<file path="config.mk">
export PLATFORM = sky130hd
export DESIGN_NAME = vram_arbiter
export DESIGN_NICKNAME = d
export VERILOG_FILES = /design/src/rtl/vram_arbiter.sv
export SDC_FILE = /design/constraint.sdc
export NUM_CORES = 1
export LEC_CHECK = 0
export CORE_ASPECT_RATIO = 1.1
export CORE_MARGIN = 1
export CORE_UTILIZATION = 30
export CTS_CLUSTER_SIZE = 10
export DETAILED_ROUTE_END_ITERATION = 8
export GPL_TIMING_DRIVEN = 0
export PLACE_DENSITY = 0.47
export SYNTH_ARGS = -nofsm -noshare
export SYNTH_HDL_FRONTEND = slang
export SYNTH_SLANG_ARGS = --single-unit
export TNS_END_PERCENT = 50
</file>
<file path="constraint.sdc">
create_clock -name pixClock -period 2.75 [get_ports pixClock]
set_input_delay 0.275 -clock pixClock [delete_from_list [all_inputs] [get_ports pixClock]]
set_output_delay 0.275 -clock pixClock [all_outputs]
set_load 0.03 [all_outputs]
</file>
<file path="src/rtl/vram_arbiter.sv">
// Arbitrates the 32Kx8 VRAM between the seq-7 video fetch and FIFO-buffered CPU writes.
// Optional write coalescing into the newest FIFO entry: define VRAM_WR_COALESCE_EN.
module vram_arbiter #(
  parameter int FIFO_DEPTH = 4
) (
  input  logic        pixClock,
  input  logic        reset,
  input  logic [2:0]  seq,
  input  logic        vidReq,
  input  logic [14:0] vidAddr,
  input  logic        cpuWrReq,
  input  logic [14:0] cpuWrAddr,
  input  logic [7:0]  cpuWrData,
  output logic [14:0] vramAddr,
  output logic [7:0]  vramDataOut,
  output logic        vramDataOe,
  output logic        nvramOE,
  output logic        nvramWE,
  output logic        fifoFull,
  output logic        fifoOverflow,
  output logic [1:0]  dbgState
);

  localparam int PW = $clog2(FIFO_DEPTH);
  localparam int CW = PW + 1;
  localparam logic [CW-1:0] FULL_COUNT = CW'(FIFO_DEPTH);

  typedef enum logic [1:0] {
    IDLE    = 2'd0,
    WSETUP  = 2'd1,
    WSTROBE = 2'd2,
    WHOLD   = 2'd3
  } wrState_t;

  wrState_t      state;
  logic [14:0]   memAddr [FIFO_DEPTH];
  logic [7:0]    memData [FIFO_DEPTH];
  logic [PW-1:0] wrPtr;
  logic [PW-1:0] rdPtr;
  logic [CW-1:0] count;
  logic [CW-1:0] countNext;
  logic [2:0]    nextSeq;
  logic          readActive;
  logic          fifoEmpty;
  logic          startOk;
  logic          pop;
  logic          doPush;
  logic          doCoalesce;

  // cpuWrReq is a one-cycle strobe with no ready: a push is taken when there is
  // room (or a pop in the same cycle frees one), otherwise it is dropped and
  // fifoOverflow latches; fifoFull is advisory to the snoop front end.
  assign readActive = vidReq && (seq == 3'd7);
  assign fifoEmpty  = (count == '0);
  assign nextSeq    = seq + 3'd1;
  // The decision is taken one cycle ahead, so a write starting in seq 0..4
  // finishes by seq 6 and never meets the seq-7 fetch in normal scan-out.
  assign startOk    = !fifoEmpty && (nextSeq <= 3'd4);
  assign pop        = (state == WHOLD) && !readActive;

`ifdef VRAM_WR_COALESCE_EN
  logic [PW-1:0] newestPtr;
  assign newestPtr  = wrPtr - PW'(1);
  // The head entry is frozen while it is on the VRAM pins.
  assign doCoalesce = cpuWrReq && !fifoEmpty && (memAddr[newestPtr] == cpuWrAddr) &&
                      !((newestPtr == rdPtr) && (state != IDLE));
`else
  assign doCoalesce = 1'b0;
`endif

  assign doPush    = cpuWrReq && !doCoalesce && (!fifoFull || pop);
  assign countNext = count + CW'(doPush) - CW'(pop);

  always_ff @(posedge pixClock or posedge reset) begin
    if (reset) begin
      wrPtr        <= '0;
      rdPtr        <= '0;
      count        <= '0;
      fifoFull     <= 1'b0;
      fifoOverflow <= 1'b0;
      for (int i = 0; i < FIFO_DEPTH; i++) begin
        memAddr[i] <= '0;
        memData[i] <= '0;
      end
    end else begin
      if (doPush) begin
        memAddr[wrPtr] <= cpuWrAddr;
        memData[wrPtr] <= cpuWrData;
        wrPtr          <= wrPtr + PW'(1);
      end
`ifdef VRAM_WR_COALESCE_EN
      if (doCoalesce) begin
        memData[newestPtr] <= cpuWrData;
      end
`endif
      if (pop) begin
        rdPtr <= rdPtr + PW'(1);
      end
      count    <= countNext;
      fifoFull <= (countNext == FULL_COUNT);
      if (cpuWrReq && !doCoalesce && !doPush) begin
        fifoOverflow <= 1'b1;
      end
    end
  end

  // A fetch landing on an active write (seq jumped) aborts it; the head stays
  // queued and the whole three-cycle write is replayed later.
  always_ff @(posedge pixClock or posedge reset) begin
    if (reset) begin
      state <= IDLE;
    end else begin
      case (state)
        IDLE:    state <= startOk ? WSETUP : IDLE;
        WSETUP:  state <= readActive ? IDLE : WSTROBE;
        WSTROBE: state <= readActive ? IDLE : WHOLD;
        WHOLD:   state <= IDLE;
        default: state <= IDLE;
      endcase
    end
  end

  always_comb begin
    vramAddr    = readActive ? vidAddr : memAddr[rdPtr];
    vramDataOut = memData[rdPtr];
    vramDataOe  = (state != IDLE) && !readActive;
    nvramOE     = !readActive;
    nvramWE     = !((state == WSTROBE) && !readActive);
    dbgState    = state;
  end

endmodule

</file>
After elaboration in Yosys (flattened, before gate mapping)
Index checks and enable logic that the tools add are counted.
{ "word_totals": {"reg_bits": 103, "latchBits": 0, "ram_bits": 0, "rom_bits": 0, "word_cells": 64, "n_memories": 0} }
{ "classes": {"add_sub_neg": 5, "mul": 0, "div_mod_pow": 0, "order_cmp": 4, "n_eq_ne": 5, "n_shift": 0, "mux": 17, "n_bitwise": 2, "reduce_logical": 17} }
{ "op_table": {"columns": ["op", "n"], "rows": [
  ["$bwmux 60", 1],
  ["$mux 15", 4],
  ["$bwmux 32", 1],
  ["$bmux 15 s2", 1],
  ["$demux 15 s2", 1],
  ["$mux 8", 3],
  ["$bmux 8 s2", 1],
  ["$demux 8 s2", 1],
  ["$logic_and 1x1->1", 8],
  ["$pmux 2 s4", 1],
  ["$eq 3x3->1 const B", 2],
  ["$ge 3x3->1 const B", 2],
  ["$not 2->3", 2],
  ["$logic_not 1->1", 5],
  ["$add 2x1->2 const B", 2],
  ["$eq 2x2->1 const B", 2],
  ["$mux 2", 2],
  ["$add 3x1->3", 1],
  ["$add 3x1->3 const B", 1],
  ["$le 3x3->1 const B", 1],
  ["$logic_not 3->1", 1],
  ["$lt 3x1->1 const B", 1],
  ["$sub 3x1->3", 1],
  ["$eq 2x1->1 const B", 1],
  ["other kinds (4)", 4]
]} }

Depth between registers and ports, before layout
Gate-level depths: netlist of the first run.
{ "depth": {"depth_word": 9, "ltp_mapped": 12} }

Worst setup path before layout of the first run
No wires, ideal clock.
{ "synth_timing": {"path_type": "input -> output", "from": "in seq[0]", "to": "out vramAddr[0]", "arrival_time_ns": 2.306, "path_slack_ns": 0.169, "stages": 8, "cell_sequence": "nand2_1 -> inv_1 -> ha_1 -> nand2_1 -> clkbuf_1 -> clkbuf_1 -> nor2_1 -> a221oi_1"} }
{ "synth_via": {"elab_chain_cells": 3} }
{ "synth_lines": {"columns": ["item", "line_no", "text"], "rows": [
  ["from (decl)", "8", "input logic [2:0] seq,"],
  ["$eq 3x3->1", "53", "assign readActive = vidReq && (seq == 3'd7);"],
  ["$logic_and 1x1->1", "53", null],
  ["$mux 15", "124", "vramAddr = readActive ? vidAddr : memAddr[rdPtr];"],
  ["to (decl)", "14", "output logic [14:0] vramAddr,"]
]} }
No other way between the ends.

Worst setup path in the final report of the first run
{ "layout_timing": {"from": "in seq[0]", "to": "out vramAddr[12]"} }
Same word-level chain as after synthesis.

==> results by group, run 1 <==
Logic synthesis
  • Largest family of logic cells by synthesized area: multiplexers
  • Fraction of registers with async set/reset: 100%
  • Post-Syn Area: between 0.005 and 0.006 sq mm
  • Synth Area in Simple Gates: 2.44%
  • Post-synth top flop: dfrtp_1
  • Largest cells by area after synthesis: dfrtp_1, mux2_4, mux2i_1, mux4_2, buf_12
  • Share of the synthesized area in the top cell type: 49.8%
  • Synth unique cells: 30
  • Multiplexer share of the synthesized area: roughly a third
  • Average cell area after synthesis: 15.7 sq um
  • Largest area contributor in the netlist: dfrtp_1
  • Sequential cell area fraction in the yosys report: between 40% and 50%
  • Compound-Gate Fraction of Synth Area: slightly below 4%
  • Commonest cells in the netlist: dfrtp_1, mux2_4, mux2i_1
  • Most common cell in the netlist: dfrtp_1
  • Number of synthesized flops with an enable pin: 0
  • Synthesized flop and latch total: between 100 and 150
  • Synthesized instance count: 330
  • Post-Syn Nets: about 380
  • Adder-Cell Fraction of Synth Area: under 10%
  • Ys Warns: 0
  • Xor/xnor share of the synthesized area: 1.02%

Finish
  • Nets: approximately 470
  • Util after Layout: a little under 40%
  • Area grow syn2layout: 27.7%
  • Ant. Diodes: 0
  • Cell Count, Final, Fillers Out: 657
  • Final Cell Area: approximately 0.0066 sq mm
  • Layout cells sized above 1: a little under two fifths

Critical path
  • CP max stage delay: roughly 450 ps
  • WS Path Type: in -> out
  • Cell mode on critical path: nand2_1
  • Startpoint types: primary input
  • Internal reg-to-reg setup slack: 370 ps
  • Cells along the critical path: clkdlybuf4s50_1 > nand2_1 > inv_1 > ha_1 > nand2_1 > and2_1 > clkbuf_8 > a221oi_1 > clkdlybuf4s15_2
  • CP endpoint kind: output pin
  • Worst EP arrival: between 2000 and 2500 ps
  • Max Fanout on Critical Path: 10
  • CP Data Required Time: 2480 ps
  • Top Family by Delay on Critical Path: buffers and inverters
  • CP bufs+invs: 4
  • CP max-delay cell: clkdlybuf4s50_1

Worst hold path
  • Hold WC Path Type: in -> async

Timing
  • Skew final: around 9.4 ps
  • Crit path time final: between 2000 and 3000 ps
  • RSZ-0062 raised after global routing: true
  • Final number of max-transition violations: 0
  • Setup_tns: 0 ps
  • Tcrit/Tclk final: 98.2%
  • Setup WS post-layout: 48.6 ps
  • Worst hold slack: slightly above 400 ps
  • Setup violators final: 0
  • Slew HR: between 40% and 50%
  • Max Fclk: 370 MHz
  • Worst Tran Pin Value: 794 ps
  • Fin. Hold Viols: 0

Global route
  • Largest net degree at the start of global routing: 38
  • Global-route wire length before repair: ~20 mm
  • Grt total ovfl: 0
  • Tot GR Track Use: 14.9%
  • Initial antenna violation count: 0
  • Number of global-route vias before repair: 3,316

Pwr
  • Clk pwr share: between 10% and 20%
  • Total Power: about 8.8 mW
  • Internal Power: about 5.6 mW
  • Maximum vdd drop: between 400 and 500 uV
  • Sw Share: around 36%
  • PD cells: approximately 1300 mW/mm^2
  • Seq pwr share: between 30% and 40%
  • NetSw: about 3.2 mW
  • Lkg Pwr: slightly below 3 nW
  • Logic gate share of total power: 52.9%

Detailed routing
  • Pre-antenna DRT Iters: 4
  • Final WL: 12.2 mm
  • # DRC: 0
  • DRT iter0 DRCs: 96
  • Routed len/inst: around 19 microns
  • Routed vias: between 2k and 3k
  • DR vias/cell: 4.56
  • Post-DRT Antenna Nets: 0

Place
  • Placement Setup Slack: -1000 ps
  • GP Congestion: 0.715
  • Placed cell area: between 0.006 and 0.007 sq mm
  • Inst Count DP: 640
  • DP Wirelength: slightly above 8 mm
  • I/O Buffers: 74

Clocking
  • Clk pin slew, worst setup/hold paths: around 70 ps
  • Clock tree buffer depth: 2
  • Root Driver: clkbuf_16
  • CTS sink count: between 100 and 150
  • Num CTS Buffers: 9
  • CTS tree: yes
  • Hold buffer count at cts: 0
  • # H-tree levels: 3
  • Clock Latency Late Sink: about 350 ps

Floorplanning
  • Die Area: ~0.018 sq mm
  • Core region area: about 0.017 sq mm
  • Row count: 50
  • Die Span Y: 140 microns
  • Starting Density: 30.5%
  • IO Pins: 75
  • DIE WIDTH: roughly 130 microns

Outcome
  • Status: finished, final reports clean

Job
  • Max-cap violations: 0
layout by cell type, fill, tap and decap left out, drive strengths merged, types with 4 or more instances in the layout:
cell,count
a221oi,15
and3,4
buf,23
clkbuf,19
clkdlybuf4s50,57
dfrtp,103
dlymetal6s2s,4
ha,7
inv,9
mux2,93
mux2i,30
mux4,8
nor2,16
xnor2,4
power groups by stage:
stage | clock (mW) | combinational, mW | sequential (mW)
after floorplan | 0 | 3.38 | 2.68
after global routing | 1.48 | 4.95 | 2.86
after detailed placement | 0 | 4.75 | 2.77
final | 1.37 | 4.64 | 2.75
after CTS | 1.42 | 4.71 | 2.76
after global placement | 0 | 4.69 | 2.74
path summary, 6_finish.rpt:
| path | from | to | depth (start not counted) |
|---|---|---|---|
| worst min register to register | fifoOverflow$_DFFE_PP0P_ | fifoOverflow$_DFFE_PP0P_ | 1 |
| worst max-delay path | seq[0] | vramAddr[12] | 9 |
| worst max register to register | dbgState[1]$_DFF_PP0_ | fifoFull$_DFF_PP0_ | 9 |
| worst min-delay path | reset | memData[17]$_DFFE_PP0P_ | 2 |
| max in group asynchronous | reset | memAddr[28]$_DFFE_PP0P_ | 3 |
| min in group pixClock | fifoOverflow$_DFFE_PP0P_ | fifoOverflow$_DFFE_PP0P_ | 1 |
sequential cells by signal, indices dropped and copies added, names as in the netlist:
signal	flops
memAddr	60
memData	32
count	3
dbgState	2
rdPtr	2
wrPtr	2
fifoFull	1
fifoOverflow	1
repair_timing:
action                                  4_1_cts  5_1_grt
gates cloned                                  0        0
resized for setup                            44       28
hold endpoints to repair                      0        0
setup buffers                                 0        2
endpoints found under the setup margin       18       22
pin swaps                                     0        1
final cells by class:
cell class | instances | area, sq um
plain buffers | 21 | 269
clock buffers | 10 | 229
clock inverters | 6 | 83.8
fillers | 1590 | 10300
inverters | 9 | 37.5
multi-input cells | 196 | 2350
flip-flops and latches | 103 | 2580
well taps | 234 | 293
repair buffers | 78 | 769
metal layers:
| layer | share of wire (%) | track usage (%) |
|---|---|---|
| met1 | 45 | 19.5 |
| met2 | 50 | 24.8 |
| met3 | 2.7 | 2.11 |
| met4 | 1.8 | 6.14 |
| met5 | 0 | 0 |
worst reg2reg max path, stage by stage, from the launching register on:
cell and delay (ps):
dfrtp_1 470, a21bo_4 280, o21ai_4 190, nand2_2 100, ha_1 280, inv_1 40
ha_1 180, fa_1 420, xnor2_2 160, nor3b_2 150
logic make-up after synthesis:
logic type,Yosys count
AOI/OAI and AO/OA,23
xor gates and xnor gates,6
adders and majority gates,8
buffers and inverters,31
DFF,103
muxes,131
and+or+nand+nor,28
Note: power is estimated with default switching activity, not from simulation.
==> run 2: changes to the inputs <==
- GPL_ROUTABILITY_DRIVEN: default -> 0
- REMOVE_ABC_BUFFERS: default -> 1
==> run 2 against run 1 <==
Final area shrank 3.0%. Final cell count shrank 3.0%. Register-to-register slack lost 60 ps. Via count shrank 2.5%. Wire length shrank 6.2%. Critical path depth shrank 1. Maximum frequency grew 2.6%. Power shrank 1.8%. Hold slack lost 86 ps. Critical endpoint is now vramAddr[14]. Largest cell class unchanged. Largest power group unchanged. Highest routed layer unchanged.
==> results by group, run 2 (synthesis gave the netlist of run 1 again) <==
Timing
  • Setup violators final: 0 (unchanged)
  • Tcrit/Tclk final: 95.8% (-2.5 points)
  • Worst Tran Pin Value: 901 ps (+107 ps)
  • Slew HR: 39.9% (-7.0 points)
  • Crit path time final: 2630 ps (-67.4 ps)
  • Fin. Hold Viols: 0 (unchanged)
  • Final number of max-transition violations: 0 (unchanged)
  • Skew final: 7.33 ps (-2.09 ps)
  • Max Fclk: 380 MHz (+2.6%)
  • RSZ-0062 raised after global routing: true

Finish
  • Most common cell after layout, fill and taps aside: dfrtp_1
  • Fillers: 1,601 (+0.69%)
  • Top reg by flops: memAddr
  • Most frequent cells in the layout: dfrtp_1, mux2_4, clkdlybuf4s50_1
  • Ant. Diodes: 0 (unchanged)
  • Final Cell Area: 0.00641 sq mm (-3.0%)
  • Biggest regs: memAddr (60), memData (32), count (3)
  • Max reg flops: 60 (unchanged)
  • Nets: 451 (-4.2%)
  • Area grow syn2layout: 23.8%
  • Layout cells sized above 1: 37.2% (-0.60 points)

Floorplanning
  • IO Pins: 75 (unchanged)
  • Die Span Y: 140 microns (unchanged)
  • Row count: 50 (unchanged)
  • Starting Density: 30.5% (unchanged)
  • Core region area: 0.0170 sq mm (unchanged)
  • Die Area: 0.0178 sq mm (unchanged)
  • DIE WIDTH: 127 microns (unchanged)

Critical path
  • Max Fanout on Critical Path: 20 (+10)
  • WS Path Type: in -> out
  • Startpoint types: primary input
  • Internal reg-to-reg setup slack: 310 ps (-60 ps)
  • CP endpoint kind: output pin
  • Worst EP arrival: 2360 ps (-70 ps)
  • CP Data Required Time: 2480 ps (about the same)

Detailed routing
  • DR vias/cell: 4.58 (+0.56%)
  • Pre-antenna DRT Iters: 4 (unchanged)
  • # DRC: 0 (unchanged)
  • Post-DRT Antenna Nets: 0 (unchanged)
  • Routed vias: 2,919 (-2.5%)
  • Final WL: 11.4 mm (-6.2%)
  • Routed len/inst: 18.0 microns (-3.3%)
  • DRT iter0 DRCs: 164 (+71%)

Global route
  • Number of global-route vias before repair: 3,222 (-2.8%)
  • Tot GR Track Use: 13.8% (-1.2 points)
  • Global-route wire length before repair: 18.3 mm (-6.7%)
  • Initial antenna violation count: 0 (unchanged)
  • Grt total ovfl: 0 (unchanged)
  • Largest net degree at the start of global routing: 65 (+71%)

Clocking
  • # H-tree levels: 3 (unchanged)
  • Clock Latency Late Sink: 350 ps (about the same)
  • Clock tree buffer depth: 2 (unchanged)
  • Clk pin slew, worst setup/hold paths: 70 ps (about the same)
  • Setup Buffers After CTS: 0 (unchanged)
  • Root Driver: clkbuf_16
  • CTS resizes: 45 (+2.3%)
  • CTS sink count: 103 (unchanged)
  • CTS tree: yes
  • Num CTS Buffers: 9 (unchanged)
  • Hold buffer count at cts: 0 (unchanged)

Place
  • Placed cell area: 0.00607 sq mm (-2.9%)
  • DP Wirelength: 7.22 mm (-12%)
  • I/O Buffers: 74 (unchanged)

Worst hold path
  • Hold WC Path Type: in -> async

Pwr
  • Total Power: 8.61 mW (-1.8%)
  • PD cells: 1340 mW/mm^2 (+1.3%)
  • Lkg Pwr: 2.82 nW (-4.4%)
  • Maximum vdd drop: 411 uV (+0.52%)

Outcome
  • Status: finished, final reports clean

Job
  • Max-cap violations: 0 (unchanged)
==> run 2: cell types whose count changed in the layout (fill, tap and decap cells not counted), moves of 3 or more <==
cell and delta:
and3_1 -4, and3_2 +4, buf_12 -7, buf_2 -6
buf_4 -3, buf_6 -3, clkbuf_4 -3, clkdlybuf4s15_2 +3
dlymetal6s2s_1 -4
==> run 2: worst paths after layout <==
path                                     startpoint                  endpoint  cells after the start
max reg2reg                   dbgState[1]$_DFF_PP0_        fifoFull$_DFF_PP0_                      9
max                                          seq[1]              vramAddr[14]                      8
max in group asynchronous                     reset   memAddr[28]$_DFFE_PP0P_                      3
min reg2reg                fifoOverflow$_DFFE_PP0P_  fifoOverflow$_DFFE_PP0P_                      1
min in group pixClock      fifoOverflow$_DFFE_PP0P_  fifoOverflow$_DFFE_PP0P_                      1
min                                           reset   memData[29]$_DFFE_PP0P_                      2
==> run 2: final cells by class <==
type	count	area (sq um)	area share [%]
repair buffers	79	807	12.6
multi-input cells	196	2370	36.9
flip-flops and latches	103	2580	40.3
well taps	234	293	4.57
clock buffers	13	260	4.06
inverters	9	36.3	0.566
clock inverters	3	65.1	1.02
==> run 2: worst max-delay path, stage by stage <==
cell and delay (ps):
clkdlybuf4s50_1 460, nand2_1 80, inv_1 60, ha_2 240, nand2_4 190, and2_4 320, a221oi_1 270, dlygate4sd1_1 460
==> run 2: metal layers <==
layer  share of wire (%)  vias up  track usage (%)
met3                 3.2       12             2.19
met2                  48       49             22.4
met4                 1.8        0             6.02
met5                   0        -                0
li1                    -     1330                -
met1                  47     1528             18.1
==> run 2: through the flow <==
| step | setup slack [ps] | TNS, ps | hold slack [ps] | std cells | utilization (%) |
|---|---|---|---|---|---|
| after floorplan | -229 | -23570 | 358 | 308 | - |
| final | 116 | 0 | 327 | 637 | 37.8 |
| after detailed placement | -1140 | -21380 | 477 | 621 | 35.8 |
| after CTS | -3.64 | -8.31 | 336 | 637 | 37.9 |
| after global routing | 1.57 | 0 | 381 | 637 | 37.8 |
| after global placement | -1830 | -275120 | 471 | 616 | 35.2 |
==> run 2: where the power goes <==
group | leakage [nW] | switching (mW) | internal (mW)
combinational | 1.44 | 1.98 | 2.37
clock | 0.160 | 0.547 | 0.847
sequential | 1.22 | 0.557 | 2.30
total | 2.82 | 3.08 | 5.52
==> run 3: changes to the inputs <==
- CTS_CLUSTER_DIAMETER: default -> 200
==> results of run 3 <==
Final layout, timing and power as in run 2 (identical DEF).
